==> config.mk <==
export PLATFORM = sky130hd
export DESIGN_NAME = demux_serializer
export DESIGN_NICKNAME = d
export VERILOG_FILES = /design/src/rtl/demux_serializer.sv
export SDC_FILE = /design/constraint.sdc
export NUM_CORES = 1
export LEC_CHECK = 0
export CORE_MARGIN = 1.5
export CORE_UTILIZATION = 25
export CTS_CLUSTER_DIAMETER = 200
export DETAILED_ROUTE_END_ITERATION = 7
export RECOVER_POWER = 100
export SYNTH_ARGS = -nofsm -noshare
export SYNTH_HDL_FRONTEND = slang
export SYNTH_SLANG_ARGS = --single-unit
export TNS_END_PERCENT = 50
==> constraint.sdc <==
create_clock -name clk -period 2.9 [get_ports clk]
set_input_delay 0.87 -clock clk [delete_from_list [all_inputs] [get_ports clk]]
set_output_delay 0.87 -clock clk [all_outputs]
set_load 0.05 [all_outputs]
==> src/rtl/demux_serializer.sv <==
// Serializer feeding a 1:8 serial demux: takes (channel, word) pairs over valid/ready
// and shifts each word out MSB-first while holding the channel select for the frame.
module demux_serializer #(
  parameter int DATA_W   = 8,
  parameter int IDLE_GAP = 1
) (
  input  logic              clk,
  input  logic              rst_n,
  input  logic              in_valid,
  output logic              in_ready,
  input  logic [2:0]        in_ch,
  input  logic [DATA_W-1:0] in_data,
  output logic [2:0]        sel,
  output logic              ser_out,
  output logic              busy,
  output logic              frame_start,
  output logic              frame_done
);

  localparam int CNT_W = (DATA_W > 1) ? $clog2(DATA_W) : 1;

  typedef enum logic [1:0] {
    IDLE  = 2'd0,
    SHIFT = 2'd1,
    GAP   = 2'd2
  } state_t;

  state_t            r_state;
  logic [2:0]        r_sel;
  logic              r_ser;
  logic [DATA_W-1:0] r_shift;
  logic [CNT_W-1:0]  r_cnt;
  logic [7:0]        r_gap;
  logic              r_fs;
  logic              r_fd;
  logic              w_xfer;

  // Ready drops during reset so no word can be accepted while the block is held.
  assign in_ready    = (r_state == IDLE) && rst_n;
  assign busy        = !in_ready;
  assign w_xfer      = in_valid && in_ready;
  assign sel         = r_sel;
  assign ser_out     = r_ser;
  assign frame_start = r_fs;
  assign frame_done  = r_fd;

  always_ff @(posedge clk) begin
    if (!rst_n) begin
      r_state <= IDLE;
      r_sel   <= '0;
      r_ser   <= 1'b0;
      r_shift <= '0;
      r_cnt   <= '0;
      r_gap   <= '0;
      r_fs    <= 1'b0;
      r_fd    <= 1'b0;
    end else begin
      r_fs <= 1'b0;
      r_fd <= 1'b0;
      case (r_state)
        IDLE: begin
          if (w_xfer) begin
            r_sel   <= in_ch;
            r_ser   <= in_data[DATA_W-1];
            r_shift <= in_data << 1;
            r_cnt   <= CNT_W'(DATA_W - 1);
            r_fs    <= 1'b1;
            r_state <= SHIFT;
          end
        end
        SHIFT: begin
          if (r_cnt != '0) begin
            r_ser   <= r_shift[DATA_W-1];
            r_shift <= r_shift << 1;
            r_cnt   <= r_cnt - CNT_W'(1);
          end else begin
            // One forced zero cycle on ser_out separates frames even with no gap.
            r_ser   <= 1'b0;
            r_fd    <= 1'b1;
            r_gap   <= 8'(IDLE_GAP);
            r_state <= (IDLE_GAP > 0) ? GAP : IDLE;
          end
        end
        GAP: begin
          r_gap <= r_gap - 8'd1;
          if (r_gap <= 8'd1) r_state <= IDLE;
        end
        default: r_state <= IDLE;
      endcase
    end
  end

endmodule

* After elaboration in Yosys (flattened, before gate mapping)
Index checks and enable logic that the tools add are counted.
** Storage, ports and cells
- Bits in registers :: 27
- Input bits :: 14
- Output and inout bits :: 8
** Cells by class
- Add/subtract/negate cells :: 2
- Magnitude comparators :: 1
- Equality and inequality tests :: 6
- Multiplexer cells :: 17
- Reduce and logical (&&, ||, !) cells :: 14
** Operators by type and width (number)
- $pmux 8 s2 :: 2
- $mux 8 :: 3
- $reduce_and 2->1 :: 5
- $le 8x1->1 const B :: 1
- $ne 2x2->1 const B :: 4
- $sub 8x1->8 const B :: 1
- $mux 2 :: 3
- $mux 3 :: 2
- $pmux 2 s3 :: 1
- $pmux 3 s2 :: 1
- $reduce_and 3->1 :: 2
- $mux 1 :: 4
- $reduce_bool 2->1 :: 2
- $reduce_bool 3->1 :: 1
- $sub 3x1->3 const B :: 1
- $eq 2x1->1 const B :: 1
- $eq 2x2->1 const B :: 1
- $logic_and 1x1->1 :: 2
- $logic_not 2->1 :: 1
- $pmux 1 s2 :: 1
- $logic_not 1->1 :: 1

* Longest topological paths before layout
- Word-level depth :: 5
- Depth in mapped cells :: 7
- Mapped depth without buffers :: 6

* Worst setup path before layout
Ideal clock, no wire load.
- Path type :: input-to-output
- From :: input rst_n
- To :: output busy
- Arrival :: 2999 ps
- Required time :: 2030 ps
- Path slack :: -969 ps
- Cell stages on the path :: 4
- Buffers on the path :: 1
- Path through :: clkbuf_1 > clkinv_1 > nor3_1 > inv_1
** Between the ends
- Longest elaborated chain between the ends :: 2
** Ends and longest elaborated chain
- start, declared :: RTL line 8 : input logic rst_n,
- $logic_and 1x1->1 :: RTL line 39 : assign in_ready = (r_state == IDLE) && rst_n;
- via in_ready :: RTL line 10 : output logic in_ready,
- $logic_not 1->1 :: RTL line 40 : assign busy = !in_ready;
- end, declared :: RTL line 15 : output logic busy,
The timed path passes the listed nets, and every way through them passes these cells.

* Worst setup path after layout
- From :: input rst_n
- To :: output busy
** Between the ends
- Longest elaborated chain between the ends :: 2
** Ends and longest elaborated chain (RTL line)
- $logic_and 1x1->1 :: 39
- $logic_not 1->1 :: 40
Every way passes these cells.

==> reports/qor.csv <==
stage;metric;value;unit
logic_synthesis;ys.flop_type;dfxtp_1;
floorplan;core;4440;um2
power_and_ir_drop;vdd_drop_max;0.282;mV
floorplan;die_w;71.6;um
global_routing;antenna_found_initial;0;
logic_synthesis;ys_ff_latch;26;
logic_synthesis;syn_inst;121;
route;post-route-drc-count;0;
route;vias_per_cell;5.08;
placed_design;dp_hpwl;1930;um
cts;cts_tree;yes;
sta;clock_skew;0.00236;ns
logic_synthesis;syn-cell-area;1170;um2
global_routing;grt.total_usage;0.111;
sta;hold_ws;0.479;ns
sta;period_share;0.934;
logic_synthesis;yosysTopAreaCell;dfxtp_1;
sta;hold_viol_final;0;
logic_synthesis;async_reset_ff_frac;0;
cts;clock_sinks;26;
power_and_ir_drop;powerDensity;535;nW/um2
power_and_ir_drop;p_switching;0.228;mW
setup_path;required;2.03;ns
route;vias;991;
power_and_ir_drop;intPower;0.585;mW
power_and_ir_drop;p_seq_frac;0.498;
route;drtPass1Iterations;4;
logic_synthesis;synth_top_cell_area_share;0.443;
placed_design;gp_congestion;0.749;
logic_synthesis;syn-num-nets;139;
sta;max_freq;0.369;GHz
global_routing;grt_pass1_vias;995;
power_and_ir_drop;power.total;0.813;mW
setup_path;end_kind;output pin;
setup_path;r2r_setup_slack;0.96;ns
sta;tightest_slew;0.818;ns
cells_and_area;insertedDiodeCount;0;
sta;slew_headroom;0.455;
power_and_ir_drop;leakage;0.608;nW
logic_synthesis;yosysWarningCount;0;
global_routing;grt_max_degree;18;
cts;numCtsBuffers;3;
logic_synthesis;seq_area_frac_synth;0.443;
route;dr.first_iter.drc_count;28;
logic_synthesis;synth-edff-count;0;
route;postRouteWirelength;2650;um
setup_path;r2r-end;r_shift[5];
flow_run;cap_violations;0;
global_routing;grt_pass1_wl;4450;um
cells_and_area;drive_above_1_share;0.112;
hold_path;whs_path_depth;1;
route;antenna_left;0;
cts;cts_hold_buf;0;
floorplan;rows;24;
power_and_ir_drop;clock_power_share;0.288;
power_and_ir_drop;pwr-share-comb;0.214;
sta;setup_viol;0;
setup_path;startpoint_type;input pin;
logic_synthesis;synth_area_leaders;dfxtp_1, mux2i_1, a211oi_1;
cts;post-cts-setup-buffers;0;
setup_path;critPathLaunch;rst_n;
sta;finalWorstSetupSlack;0.192;ns
setup_path;critPathMaxFanout;2;
cts;clockBufferDepth;2;
logic_synthesis;avgSynthCellArea;9.71;um2
global_routing;gr-total-overflow;0;
placed_design;port_buffers;21;
floorplan;pin_count;22;
logic_synthesis;synth_most_common_cell;dfxtp_1;
setup_path;arrival;1.84;ns
floorplan;initial_core_util;0.264;
cts;clockRootBuffer;clkbuf_8;
placed_design;pre_cts_ws;-0.0379;ns
cts;insertion_delay;0.27;ns
route;wire_per_inst;13.6;um
hold_path;hold_path_end;r_cnt[0];
hold_path;hp-start;r_cnt[0];
sta;finalMaxSlewViolations;0;
cts;cts_resized;1;
hold_path;hp-class;reg2reg;
cts;clk_pin_slew;0.09;ns
floorplan;die_y;71.6;um
cts;htreeDepth;1;
outcome;outcome;finished clean;
cells_and_area;areaGrowthSynthToFinish;29.3;%
setup_path;r2r_start;r_cnt[0];
setup_path;path_class;in2out;
setup_path;reg2reg_depth;7;
sta;rsz0062_at_grt;no;
power_and_ir_drop;p_sw_frac;0.280;
sta;min_period;2.71;ns
floorplan;dieArea;5120;um2
logic_synthesis;yosysUniqueCellTypes;38;
cells_and_area;layout.nets;162;
logic_synthesis;synth_common_cells;dfxtp_1, mux2i_1, a211oi_1, a21oi_1, nor3_1;
-- power by group through the flow --
stage / logic [mW] / clock network, mW / registers, mW
after floorplan: 0.110 / 0 / 0.424
after global placement: 0.174 / 0 / 0.411
after detailed placement: 0.181 / 0 / 0.413
after CTS: 0.181 / 0.243 / 0.405
after global routing: 0.190 / 0.256 / 0.408
final: 0.174 / 0.234 / 0.405
-- state kept, by name, indices dropped and copies added, names as in the netlist --
| signal | count |
|---|---|
| frame_start | 1 |
| r_shift | 7 |
| ser_out | 1 |
| frame_done | 1 |
| r_gap | 8 |
| r_cnt | 3 |
| sel | 3 |
| r_state | 2 |
-- layout make-up --
type,count,area [um2]
Fill cell,458,2930
Multi-Input combinational cell,79,589
Sequential cell,26,520
Timing Repair Buffer,26,243
Tap cell,52,65.1
Clock buffer,4,55.1
Inverter,8,46.3
-- routing by layer --
| layer | global-route usage | vias to the layer above | wire (um) |
|---|---|---|---|
| met5 | 0 | - | 0 |
| met4 | 0.0671 | 0 | 63 |
| met3 | 0.0169 | 5 | 59 |
| met2 | 0.186 | 19 | 1310 |
| met1 | 0.134 | 481 | 1210 |
| li1 | - | 486 | - |
-- how the worst max path moves through the flow --
stage,endpoint,slack [ns]
4_1_cts,busy,0.23
2_1_floorplan,busy,0.005
5_1_grt,busy,0.1
3_5_place_dp,busy,-0.04
6_report,busy,0.19
3_3_place_gp,busy,-0.03
-- cells in the final DEF (no fill, tap or decap), types with 2 or more instances in the layout --
cell type	n
clkbuf_8	4
inv_1	6
a21oi_1	8
nor3b_1	2
o211a_1	2
or3_1	2
nand4b_1	2
dfxtp_1	26
dlygate4sd3_1	6
or3_2	2
nand3b_1	2
o211ai_1	3
nor3_1	7
mux2i_1	9
clkbuf_1	3
a211oi_1	8
nor2_1	7
clkdlybuf4s50_1	12
nor2b_1	2
buf_4	3
ha_1	4
-- kinds of logic after synthesis --
group | synth area share
multiplexers | 0.0767
AO/OA/AOI/OAI | 0.165
flip-flops | 0.443
AND/OR/NAND/NOR | 0.198
XOR/XNOR | 0.0149
adder cells (fa/ha/maj) | 0.0426
buffers and inverters | 0.0596
-- worst max-delay path, cell delays in order --
cell and delay (ns):
dlygate4sd2_1 0.33, clkinv_8 0.06, nor3_2 0.26, clkinvlp_4 0.12, buf_4 0.19
-- through the flow --
step	cells	area [um2]	TNS (ns)	utilization
floorplan	121	1220	0	-
global placement	191	1480	-0.0439	0.334
detailed placement	191	1480	-0.0693	0.334
CTS	195	1540	0	0.346
global route	195	1520	0	0.342
finish	195	1520	0	0.342
Note: power is estimated with default switching activity, not from simulation.
